==> src/rtl/car_pkg.sv <==
// car_pkg
// Shared definitions for the car controller: track codes produced by the
// button-driven selector, the start-sequencer FSM encoding and the upper
// bound on the start countdown length.
package car_pkg;

    typedef logic [1:0] circuit_t;

    // Track codes as presented by the selector.
    localparam circuit_t CIRC_NONE      = 2'd0;
    localparam circuit_t CIRC_LINIE     = 2'd1;
    localparam circuit_t CIRC_CURBE     = 2'd2;
    localparam circuit_t CIRC_ANDURANTA = 2'd3;

    // Start-sequencer FSM encoding; 2'b11 is unused and recovers to IDLE.
    localparam logic [1:0] ST_IDLE   = 2'b00;
    localparam logic [1:0] ST_ARMING = 2'b01;
    localparam logic [1:0] ST_RUN    = 2'b10;

    // Countdown register is 3 bits wide, so 7 s is the longest start delay.
    localparam int SEQ_MAX_COUNT_S = 7;

    // True when the selector presents an actual track.
    function automatic logic is_track(input circuit_t code);
        return code != CIRC_NONE;
    endfunction

endpackage

==> src/rtl/second_prescaler.sv <==
// second_prescaler
// Divides the system clock down to a one-cycle tick every CLK_HZ enabled
// cycles (a 1 Hz base at the nominal clock).
//
// Ports:
//   clk    in   system clock
//   reset  in   asynchronous, active-high reset
//   clear  in   synchronous restart of the count from 0 (wins over enable)
//   enable in   count advances only while high
//   tick   out  high during the cycle the count sits at CLK_HZ-1 while enabled
module second_prescaler #(
    parameter int CLK_HZ = 50_000_000
) (
    input  logic clk,
    input  logic reset,
    input  logic clear,
    input  logic enable,
    output logic tick
);

    generate
        if (CLK_HZ < 1) begin : g_bad_clk_hz
            $error("second_prescaler: CLK_HZ must be at least 1");
        end
    endgenerate

    // A 1 Hz clock would give a zero-width counter; keep at least one bit.
    localparam int W = (CLK_HZ > 1) ? $clog2(CLK_HZ) : 1;
    localparam logic [W-1:0] TERMINAL = W'(CLK_HZ - 1);

    logic [W-1:0] count;

    // The consumer registers the tick, so flagging the terminal count here
    // lands its decrement exactly CLK_HZ cycles after the last clear.
    assign tick = enable && !clear && (count == TERMINAL);

    always_ff @(posedge clk or posedge reset) begin
        if (reset) begin
            count <= '0;
        end else if (clear) begin
            count <= '0;
        end else if (enable) begin
            if (count == TERMINAL) begin
                count <= '0;
            end else begin
                count <= count + W'(1);
            end
        end
    end

endmodule

==> src/rtl/start_sequencer.sv <==
// start_sequencer
// Takes the track selection from the button-driven selector, brings it into
// the clk domain, waits COUNT_S seconds once a valid track is selected and
// then commands the drive logic to move with the latched track code.
//
// Ports:
//   clk            in   system clock
//   reset          in   asynchronous, active-high reset
//   circuit        in   track code from the selector (async to clk)
//   reset_counter  in   selector abort, 1 = no track (async to clk)
//   run            out  move command
//   active_circuit out  track code latched at ARMING entry, 0 in IDLE
//   arming         out  countdown in progress
//   countdown      out  whole seconds remaining, 0 outside ARMING
//   sec_tick       out  one-cycle pulse on every countdown decrement
//
// FSM:
//   state  | meaning
//   IDLE   | no valid track; all outputs low
//   ARMING | counting down from COUNT_S with the latched track
//   RUN    | countdown expired; run asserted with the latched track
module start_sequencer
    import car_pkg::*;
#(
    parameter int CLK_HZ  = 50_000_000,
    parameter int COUNT_S = 5
) (
    input  logic       clk,
    input  logic       reset,
    input  logic [1:0] circuit,
    input  logic       reset_counter,
    output logic       run,
    output logic [1:0] active_circuit,
    output logic       arming,
    output logic [2:0] countdown,
    output logic       sec_tick
);

    generate
        if (COUNT_S < 1 || COUNT_S > SEQ_MAX_COUNT_S) begin : g_bad_count_s
            $error("start_sequencer: COUNT_S must be in 1..7");
        end
    endgenerate

    localparam logic [2:0] COUNT_INIT = 3'(COUNT_S);

    logic [1:0] state;

    // Two-flop synchronizers; reset values are the selector's idle outputs
    // so a reset never looks like a fresh selection.
    circuit_t   circuit_m;
    circuit_t   circuit_s;
    logic       rc_m;
    logic       rc_s;

    logic       abort;
    logic       changed;
    logic       presc_clear;
    logic       presc_enable;
    logic       presc_tick;

    always_ff @(posedge clk or posedge reset) begin
        if (reset) begin
            circuit_m <= CIRC_NONE;
            circuit_s <= CIRC_NONE;
            rc_m      <= 1'b1;
            rc_s      <= 1'b1;
        end else begin
            circuit_m <= circuit;
            circuit_s <= circuit_m;
            rc_m      <= reset_counter;
            rc_s      <= rc_m;
        end
    end

    assign abort   = rc_s || !is_track(circuit_s);
    // Only meaningful when abort is low, i.e. circuit_s is a real track.
    assign changed = (circuit_s != active_circuit);

    // Outside ARMING the prescaler is held at 0 so every entry or reload
    // starts a full second.
    assign presc_enable = (state == ST_ARMING);
    assign presc_clear  = (state != ST_ARMING) || abort || changed;

    second_prescaler #(
        .CLK_HZ(CLK_HZ)
    ) u_prescaler (
        .clk    (clk),
        .reset  (reset),
        .clear  (presc_clear),
        .enable (presc_enable),
        .tick   (presc_tick)
    );

    always_ff @(posedge clk or posedge reset) begin
        if (reset) begin
            state          <= ST_IDLE;
            run            <= 1'b0;
            arming         <= 1'b0;
            countdown      <= '0;
            active_circuit <= CIRC_NONE;
            sec_tick       <= 1'b0;
        end else begin
            sec_tick <= 1'b0;
            case (state)
                ST_IDLE: begin
                    if (!abort) begin
                        state          <= ST_ARMING;
                        arming         <= 1'b1;
                        run            <= 1'b0;
                        countdown      <= COUNT_INIT;
                        active_circuit <= circuit_s;
                    end
                end

                ST_ARMING, ST_RUN: begin
                    if (abort) begin
                        // Beats a coincident terminal tick: run never pulses.
                        state          <= ST_IDLE;
                        run            <= 1'b0;
                        arming         <= 1'b0;
                        countdown      <= '0;
                        active_circuit <= CIRC_NONE;
                    end else if (changed) begin
                        state          <= ST_ARMING;
                        run            <= 1'b0;
                        arming         <= 1'b1;
                        countdown      <= COUNT_INIT;
                        active_circuit <= circuit_s;
                    end else if (state == ST_ARMING && presc_tick) begin
                        sec_tick <= 1'b1;
                        if (countdown <= 3'd1) begin
                            state     <= ST_RUN;
                            run       <= 1'b1;
                            arming    <= 1'b0;
                            countdown <= '0;
                        end else begin
                            countdown <= countdown - 3'd1;
                        end
                    end
                end

                default: begin
                    state          <= ST_IDLE;
                    run            <= 1'b0;
                    arming         <= 1'b0;
                    countdown      <= '0;
                    active_circuit <= CIRC_NONE;
                end
            endcase
        end
    end

endmodule

==> config.mk <==
export PLATFORM = sky130hd
export DESIGN_NAME = start_sequencer
export DESIGN_NICKNAME = d
export VERILOG_FILES = /design/src/rtl/car_pkg.sv /design/src/rtl/second_prescaler.sv /design/src/rtl/start_sequencer.sv
export SDC_FILE = /design/constraint.sdc
export NUM_CORES = 1
export LEC_CHECK = 0
export ABC_CLOCK_PERIOD_IN_PS = 2600
export BUFFER_PORTS_ARGS = -buffer_cell sky130_fd_sc_hd__buf_2
export CAP_MARGIN = 10
export CORE_MARGIN = 2
export CORE_UTILIZATION = 41
export DETAILED_ROUTE_END_ITERATION = 12
export PLACE_DENSITY = 0.6
export SETUP_SLACK_MARGIN = 0.4
export SLEW_MARGIN = 20
export SYNTH_ARGS = -nofsm -noshare
export SYNTH_HDL_FRONTEND = slang
export SYNTH_SLANG_ARGS = --single-unit
==> constraint.sdc <==
create_clock -name clk -period 2.6 [get_ports clk]
set_clock_uncertainty 0.1 [all_clocks]
set_input_delay 0.39 -clock clk [delete_from_list [all_inputs] [get_ports clk]]
set_output_delay 0.39 -clock clk [all_outputs]
set_load 0.005 [all_outputs]
# Word level (Yosys, flattened, before mapping)
# Cells that the tools add are included.
[classes] n_mux=35 n_addsub=2 eq_ne=9 n_reduce_logical=15 order_cmp=1
[op_table] operator="$mux W26" count=3
[op_table] operator="$add A26 B1 Y26 const B" count=1
[op_table] operator="$eq A26 B26 Y1 const B" count=1
[op_table] operator="$mux W2" count=8
[op_table] operator="$mux W3" count=5
[op_table] operator="$mux W1" count=14
[op_table] operator="$ne A4 B4 Y1 const B" count=2
[op_table] operator="$pmux W2 S2" count=2
[op_table] operator="$pmux W3 S2" count=1
[op_table] operator="$pmux W1 S2" count=2
[op_table] operator="$reduce_and A2 Y1" count=2
[op_table] operator="$reduce_bool A2 Y1" count=2
[op_table] operator="$le A3 B1 Y1 const B" count=1
[op_table] operator="$logic_and A1 B1 Y1" count=3
[op_table] operator="$logic_or A1 B1 Y1" count=3
[op_table] operator="$ne A3 B3 Y1 const B" count=1
[op_table] operator="$reduce_and A3 Y1" count=1
[op_table] operator="$sub A3 B1 Y3 const B" count=1
[op_table] operator="$eq A2 B1 Y1 const B" count=1
[op_table] operator="$eq A2 B2 Y1 const B" count=1
[op_table] operator="$logic_not A1 Y1" count=2
[op_table] operator="$logic_not A2 Y1" count=1
[op_table] operator="$ne A2 B1 Y1 const B" count=1
[op_table] operator="$ne A2 B2 Y1" count=1
[op_table] operator="2 further kinds" count=2
[totals] input_bits=5 out_inout_bits=8 wordCells=73 register_bits=42

# Logic depth before layout (Yosys ltp)
# Gate-level depths: netlist of the first run.
[depth] word_depth=13 ltp_mapped=8 depth_no_buf=7

# Modules after synthesis
# A second synthesis of the first run with hierarchy kept.
[hier_totals] hier_cells=281 area_unflattened_um2=2474.9
[modules_own_cells] module="second_prescaler" instances=1 cells_per_inst=211 area_per_inst_um2=1754.2 seq_area_each_um2=650.6
[modules_own_cells] module="start_sequencer" instances=1 cells_per_inst=70 area_per_inst_um2=720.7 seq_area_each_um2=352.8

# Least setup slack after synthesis of the first run
# Ideal clock, no wire load.
[synth_path] kind="flip-flop to flip-flop" from="reg state[0]" to="reg countdown[0]" t_arrival_ps=2024 n_path_buf=1 t_required_ps=2375 setup_ps=125 path_slack_ps=351 stages_incl_launch_ff=9 cell_sequence="dfrtp_1 > inv_1 > ha_1 > nor2b_1 > nor4bb_1 > nand2b_1 > and2_4 > buf_6 > mux2_4"
[synth_via] elab_chain_cells=9
[synth_lines] element="start: declaration" line_no="start_sequencer.sv:47" text="logic [1:0] state;"
[synth_lines] element="start signal: assignment" line_no="start_sequencer.sv:97" text="state <= ST_IDLE;"
[synth_lines] element="start signal: assignment" line_no="start_sequencer.sv:108" text="state <= ST_ARMING;"
[synth_lines] element="start signal: assignment" line_no="start_sequencer.sv:119" text="state <= ST_IDLE;"
[synth_lines] element="$ne A2 B1 Y1" line_no="start_sequencer.sv:83" text="assign presc_clear = (state != ST_ARMING) || abort || changed;"
[synth_lines] element="$logic_or A1 B1 Y1 (2 in series)" line_no="start_sequencer.sv:83"
[synth_lines] element="$logic_not A1 Y1" line_no="second_prescaler.sv:35" text="assign tick = enable && !clear && (count == TERMINAL);"
[synth_lines] element="$logic_and A1 B1 Y1 (2 in series)" line_no="second_prescaler.sv:35"
[synth_lines] element="$logic_and A1 B1 Y1" line_no="start_sequencer.sv:130" text="end else if (state == ST_ARMING && presc_tick) begin"
[synth_lines] element="$ne A4 B4 Y1 (no source line)"
[synth_lines] element="$reduce_and A2 Y1 (no source line)"
[synth_lines] element="end signal: assignment" line_no="start_sequencer.sv:138" text="countdown <= countdown - 3'd1;"
[synth_lines] element="end: declaration" line_no="start_sequencer.sv:35" text="output logic [2:0] countdown,"
# Several ways; a longest one is shown, not always the timed one.
# A chain may end at the register's enable or synchronous reset.

# Final worst setup path of the first run
[layout_path] from="reg state[0]" to="reg state[0]"
[layout_via] elab_chain_cells=9
[layout_lines] element="$ne A2 B1 Y1" line_no="start_sequencer.sv:83"
[layout_lines] element="$logic_or A1 B1 Y1 (2 in series)" line_no="start_sequencer.sv:83"
[layout_lines] element="$logic_not A1 Y1" line_no="second_prescaler.sv:35"
[layout_lines] element="$logic_and A1 B1 Y1 (2 in series)" line_no="second_prescaler.sv:35"
[layout_lines] element="$logic_and A1 B1 Y1" line_no="start_sequencer.sv:130"
[layout_lines] element="$ne A4 B4 Y1 (no source line)"
[layout_lines] element="$reduce_and A3 Y1 (no source line)"
# Several ways; a longest one is shown, not always the timed one.

==> impl_metrics.env, run 1 <==
export IMPL_post_route_util_pct=49.8
export IMPL_syn_area_sq_um=2090
export IMPL_synth_top_family_by_area="simple AND/OR/NAND/NOR gates"
export IMPL_p_per_area_nw_per_um2=724
export IMPL_synthCells=206
export IMPL_drt_pass1_iterations=4
export IMPL_hold_buffers=0
export IMPL_drv_cap=0
export IMPL_num_io_pins=13
export IMPL_core_sq_um=4820
export IMPL_num_rows=25
export IMPL_syn_nets=217
export IMPL_synth_warning_count=0
export IMPL_path_clk_slew_ps=70
export IMPL_avgViaCountPerCell=4.93
export IMPL_area_delta_synth_final_pct=14.7
export IMPL_synthMuxAreaShare_pct=1.97
export IMPL_first_iter_violations=72
export IMPL_setup_tns_ps=0
export IMPL_startpoint_type="register"
export IMPL_synth_edf_count=0
export IMPL_finalHoldViolCount=0
export IMPL_gp_congestion=0.786
export IMPL_drc_errors=0
export IMPL_grt_pass1_wl_mm=6.27
export IMPL_status="completed"
export IMPL_synth_ff_type="dfrtp_1"
export IMPL_crit_required_ps=2680
export IMPL_synth_seq_cells=41
export IMPL_initial_core_util_pct=43.4
export IMPL_slew_viol_final=0
export IMPL_path_class="reg -> reg"
export IMPL_critical_path_arrival_ps=2190
export IMPL_holdWs_ps=92.8
export IMPL_antenna_found_initial=0
export IMPL_peakVddDrop_mv=0.479
export IMPL_final_nets=237
export IMPL_cts_tree="yes"
export IMPL_synth_fa_ha_area_share_pct=3.59
export IMPL_overflow=0
export IMPL_drtAntennaViolNets=0
export IMPL_place_hpwl_mm=2.51
export IMPL_track_usage_pct=14.7
export IMPL_worst_pin_slew_ps=728
export IMPL_synthArstFlopShare_pct=100
export IMPL_synthSimpleGateAreaFrac_pct=26.4
export IMPL_port_buffers=12
export IMPL_final_layout_size_suffix_gt1_share_pct=19.8
export IMPL_ys_seq_area_share_pct=49.2
export IMPL_fp_dieH_um=75.4
export IMPL_synth_xor_xnor_area_share_pct=11.3
export IMPL_slew_headroom_pct=51.1
export IMPL_place_inst=284
export IMPL_wire_per_inst_um=12.4
export IMPL_syn_mean_instance_area_sq_um=10.2
export IMPL_rsz0062_at_grt="yes"
export IMPL_min_period_ps=2120
export IMPL_cts_sinks=41
export IMPL_fin_cells=294
export IMPL_clockRootBuffer="clkbuf_8"
export IMPL_die_area_sq_um=5690
export IMPL_final_cell_area_sq_um=2400
export IMPL_clockBufferDepth=2
export IMPL_fmax_mhz=473
export IMPL_clock_latency_ps=290
export IMPL_synth_compound_area_share_pct=4.31
export IMPL_h_tree_depth=2
export IMPL_first_global_vias=1350
export IMPL_ys_types=43
export IMPL_period_share_pct=81.4
export IMPL_path_max_fanout=4
export IMPL_n_antenna_cell=0
export IMPL_die_w_um=75.4
export IMPL_end_kind="register"
export IMPL_cts_buffers=5
export IMPL_grt_max_degree=42
export IMPL_hp_class="in -> reg"
export IMPL_p_leak_uw=0.00103
export IMPL_postPlaceCellArea_sq_um=2250
export IMPL_vias=1448
export IMPL_finalSetupViolCount=0
export IMPL_finalWirelength_mm=3.66
==> synthesized netlist by cell type, drive strengths merged (2+ instances only) <==
master   n  area share, %
dfstp    2            2.5
nor2b    2           0.60
buf      4            1.3
o32ai    2           0.84
xor2    19            8.0
a21oi    4           0.96
o21ai    4           0.96
and4b    2            1.1
nand2   12            2.2
nand4    8            2.4
nand2b   2           0.60
mux2     3            2.0
nor4     3            1.9
nor3     6            1.7
and3     3           0.90
ha       6            3.6
nand3   11            2.9
and2     5            1.7
xnor2    8            3.3
dfrtp   39             47
inv     11            2.0
nor2    37            6.6
==> stage by stage <==
step                      worst slack (ps)  total power [uW]
final                                  484              1740
after global placement                 423              1180
after global routing                   389              1840
after detailed placement               345              1180
after CTS                              457              1720
after floorplan                        425              1080
==> flip-flops by register name, summed over array words and instances, names as in the netlist <==
| signal | flops |
|---|---|
| countdown | 3 |
| circuit_s | 2 |
| rc_m | 1 |
| circuit_m | 2 |
| rc_s | 1 |
| sec_tick | 1 |
| run | 1 |
| active_circuit | 2 |
| u_prescaler.count | 26 |
| state | 2 |
==> power breakdown <==
part	leakage [uW]	internal, uW	switching [uW]
logic	0.000422	237	233
registers	0.000547	689	52.2
clock network	0.0000585	313	214
==> path summary, 6_finish.rpt <==
check                              startpoint      endpoint  slack (ps)  cells past startpoint
worst min register to register   circuit_m[1]  circuit_s[1]         250                      0
worst min-delay path            reset_counter          rc_m          90                      1
worst max register to register       state[0]      state[0]         480                      8
min in group asynchronous               reset           run         120                      3
worst max-delay path                 state[0]      state[0]         480                      8
max in group asynchronous               reset          rc_m        1910                      3
==> kinds of logic (layout without fill, tap and decap cells) <==
kind of cell               Yosys count  after routing
DFF                                 41             41
muxes                                3              3
adders and majority gates            6              6
buffers and inverters               15             36
and+or+nand+nor                    100            100
xor gates and xnor gates            27             27
AOI/OAI and AO/OA                   14             14
==> layout make-up <==
cell class / instances / area, sq um
fillers: 470 / 2420
multi-input cells: 150 / 1030
flip-flops and latches: 41 / 1030
repair buffers: 17 / 97.6
clock buffers: 7 / 86.3
well taps: 67 / 83.8
inverters: 11 / 41.3
clock inverters: 1 / 30.0
==> layer usage <==
layer | routed length (um) | GRT usage, % | vias up
li1 | - | - | 736
met1 | 1890 | 21.5 | 682
met2 | 1600 | 21.1 | 24
met3 | 113 | 3.97 | 6
met4 | 59 | 5.26 | 0
met5 | 0 | 0 | -
==> cells in the final DEF, fill, tap and decap left out, types with 2 or more instances in the layout <==
| cell | synthesis | final |
|---|---|---|
| dfrtp_1 | 39 | 39 |
| nor2_1 | 37 | 37 |
| xor2_1 | 19 | 19 |
| nand2_1 | 12 | 12 |
| buf_2 | 3 | 12 |
| inv_1 | 11 | 11 |
| nand3_1 | 10 | 10 |
| xnor2_1 | 8 | 8 |
| nand4_1 | 8 | 8 |
| ha_1 | 6 | 6 |
| clkbuf_8 | 0 | 6 |
| nor3_1 | 5 | 5 |
| buf_4 | 0 | 5 |
| o21ai_0 | 4 | 4 |
| and3_1 | 3 | 3 |
| a21oi_1 | 4 | 3 |
| and4b_2 | 2 | 2 |
| and2_2 | 2 | 2 |
| and2_1 | 2 | 2 |
| mux2_4 | 2 | 2 |
| o32ai_1 | 2 | 2 |
| dfstp_2 | 2 | 2 |
==> critical path, stage by stage (launching register included) <==
cell      delay, ps
dfrtp_1         410
inv_1            60
ha_1            290
nor2b_2         170
nor4bb_4        150
buf_4           150
and2b_2         210
a21oi_4         140
mux2_1          330
==> timing repair <==
action | CTS | global route
pin swaps | 1 | 2
hold endpoints to repair | 0 | 0
gates resized for setup | 1 | 3
buffers inserted | 0 | 2
endpoints found under the setup margin | 3 | 3
Note: power is estimated with default switching activity, not from simulation.
==> run 2, diff against run 1 <==
--- a/config.mk
+++ b/config.mk
@@ -5,13 +5,13 @@
 export SDC_FILE = /design/constraint.sdc
 export NUM_CORES = 1
 export LEC_CHECK = 0
-export ABC_CLOCK_PERIOD_IN_PS = 2600
+export ABC_CLOCK_PERIOD_IN_PS = 1800
 export BUFFER_PORTS_ARGS = -buffer_cell sky130_fd_sc_hd__buf_2
 export CAP_MARGIN = 10
 export CORE_MARGIN = 2
 export CORE_UTILIZATION = 41
 export DETAILED_ROUTE_END_ITERATION = 12
-export PLACE_DENSITY = 0.6
+export PLACE_DENSITY = 0.62
 export SETUP_SLACK_MARGIN = 0.4
 export SLEW_MARGIN = 20
 export SYNTH_ARGS = -nofsm -noshare
==> constraint.sdc (replaced) <==
create_clock -name clk -period 1.8 [get_ports clk]
set_clock_uncertainty 0.1 [all_clocks]
set_input_delay 0.27 -clock clk [delete_from_list [all_inputs] [get_ports clk]]
set_output_delay 0.27 -clock clk [all_outputs]
set_load 0.005 [all_outputs]
==> run 2 against run 1 <==
The run now ends with negative setup slack left. Design area rose by 25%. Critical path depth shrank 1. First-iteration DRC count increased by 5.6%. Setup slack got worse by 690 ps. Highest routed layer unchanged.
==> impl_metrics.env, run 2 (synthesis results as in run 1) <==
export IMPL_status="finished, violations left"
export IMPL_failed_checks="negative setup slack"
export IMPL_startpoint_type="register"
export IMPL_slew_viol_final=0
export IMPL_worst_pin_slew_ps=517
export IMPL_finalWirelength_mm=4.57
export IMPL_core_sq_um=4820
export IMPL_period_share_pct=111
export IMPL_grt_pass1_wl_mm=7.16
export IMPL_first_global_vias=1626
export IMPL_grt_max_degree=42
export IMPL_setup_slack_ps=-205
export IMPL_peakVddDrop_mv=0.604
export IMPL_die_w_um=75.4
export IMPL_p_total_uw=2860
export IMPL_track_usage_pct=16.5
export IMPL_n_fill_cell=397
export IMPL_min_period_ps=2010
export IMPL_swShare_pct=28.6
export IMPL_num_rows=25
export IMPL_p_seq_share_pct=36.8
export IMPL_hp_class="in -> async"
export IMPL_layout_common_cells="47 x buf_4, 39 x dfrtp_1, 21 x nor2_2"
export IMPL_multi_input_area_sq_um=1160
export IMPL_critical_path_arrival_ps=2080
export IMPL_p_leak_uw=0.00135
export IMPL_post_route_util_pct=62.5
export IMPL_slew_headroom_pct=65.6
export IMPL_cts_tree="yes"
export IMPL_path_clk_slew_ps=80
export IMPL_largest_register_ffs=26
export IMPL_fp_dieH_um=75.4
export IMPL_place_inst=325
export IMPL_setup_tns_ps=-5160
export IMPL_num_io_pins=13
export IMPL_crit_required_ps=1880
export IMPL_largest_register="u_prescaler.count"
export IMPL_final_cell_area_sq_um=3010
export IMPL_fin_cells=347
export IMPL_clock_latency_ps=290
export IMPL_seqCellArea_sq_um=1030
export IMPL_end_kind="register"
export IMPL_finalSetupViolCount=34
export IMPL_vias=1686
export IMPL_gp_congestion=0.795
export IMPL_port_buffers=12
export IMPL_clockRootBuffer="clkbuf_8"
export IMPL_h_tree_depth=2
export IMPL_n_antenna_cell=0
export IMPL_ff2ff_path_depth=7
export IMPL_path_class="reg -> reg"
export IMPL_place_hpwl_mm=2.98
export IMPL_p_per_area_nw_per_um2=951
export IMPL_first_iter_violations=76
export IMPL_area_delta_synth_final_pct=43.8
export IMPL_fmax_mhz=499
export IMPL_final_common_cell="buf_4"
export IMPL_power_frac_comb_pct=36.4
export IMPL_antenna_found_initial=0
export IMPL_p_int_uw=2040
export IMPL_clockBufferDepth=2
export IMPL_final_nets=290
export IMPL_initial_core_util_pct=43.4
export IMPL_cts_sinks=41
export IMPL_rsz0062_at_grt="yes"
export IMPL_postPlaceCellArea_sq_um=2610
export IMPL_path_max_fanout=5
export IMPL_die_area_sq_um=5690
export IMPL_final_layout_size_suffix_gt1_share_pct=46.1
export IMPL_drt_pass1_iterations=4
export IMPL_cts_buffers=5
export IMPL_drtAntennaViolNets=0
export IMPL_clockPowerShare_pct=26.9
export IMPL_p_switching_uw=818
export IMPL_overflow=0
export IMPL_drv_cap=0
export IMPL_avgViaCountPerCell=4.86
export IMPL_wire_per_inst_um=13.2
export IMPL_largestRegisters="u_prescaler.count: 26 flops, countdown: 3 flops"
export IMPL_drc_errors=0
export IMPL_finalHoldViolCount=0
==> run 2: cell count changes in the layout (fill, tap and decap cells not counted), sizes merged <==
cell	previous run	this run
buf	17	65
clkbuf	7	8
clkinvlp	0	1
dlygate4sd3	0	3
==> run 2: layout make-up <==
| class | instances | share of cell area (%) |
|---|---|---|
| Multi-Input combinational cell | 150 | 38.5 |
| Sequential cell | 41 | 34.2 |
| Timing Repair Buffer | 70 | 19.2 |
| Tap cell | 67 | 2.79 |
| Clock buffer | 6 | 2.74 |
| Inverter | 11 | 1.37 |
| Clock inverter | 2 | 1.25 |
==> run 2: final timing paths <==
check,startpoint,end,slack [ps]
worst min register to register,circuit_m[0],circuit_s[0],260
worst max-delay path,state[0],countdown[1],-210
max in group asynchronous,reset,rc_s,1230
min in group clk,circuit_m[0],circuit_s[0],260
worst min-delay path,reset,run,0.1
worst max register to register,state[0],countdown[1],-210
==> run 2: repair_timing <==
action,4_1_cts,5_1_grt
endpoints found under the hold margin,3,0
buffers inserted,6,2
gates resized for setup,13,28
setup endpoints to repair,35,35
hold buffers,3,0
gates cloned,0,3
pin swaps,6,1
==> run 2: per-layer routing <==
layer / share of wire (%) / GRT usage, %
met3: 2.5 / 2.91
met1: 49 / 22.3
met4: 1.0 / 6.04
met2: 48 / 26.6
met5: 0 / 0
==> run 2: power by group through the flow <==
stage          Combinational, uW  Sequential, uW  Clock (uW)
2_1_floorplan                515            1080           0
3_3_place_gp                 822            1060           0
3_5_place_dp                 831            1070           0
4_1_cts                      941            1050         795
5_1_grt                     1140            1060         816
6_report                    1040            1050         768
==> run 2: worst max-delay path, stage by stage, from the launching register on <==
cell and delay [ps]:
dfrtp_1 410, inv_2 60, ha_4 260, nor2b_4 130, nor4bb_4 240, nand2b_4 200
and2_4 190, mux2_4 300
==> run 2: stage by stage <==
step | setup WS [ps] | hold WS, ps
floorplan | -208 | 174
finish | -205 | 0.127
global placement | -176 | 231
global route | -309 | 53.7
detailed placement | -234 | 242
CTS | -197 | 11.1
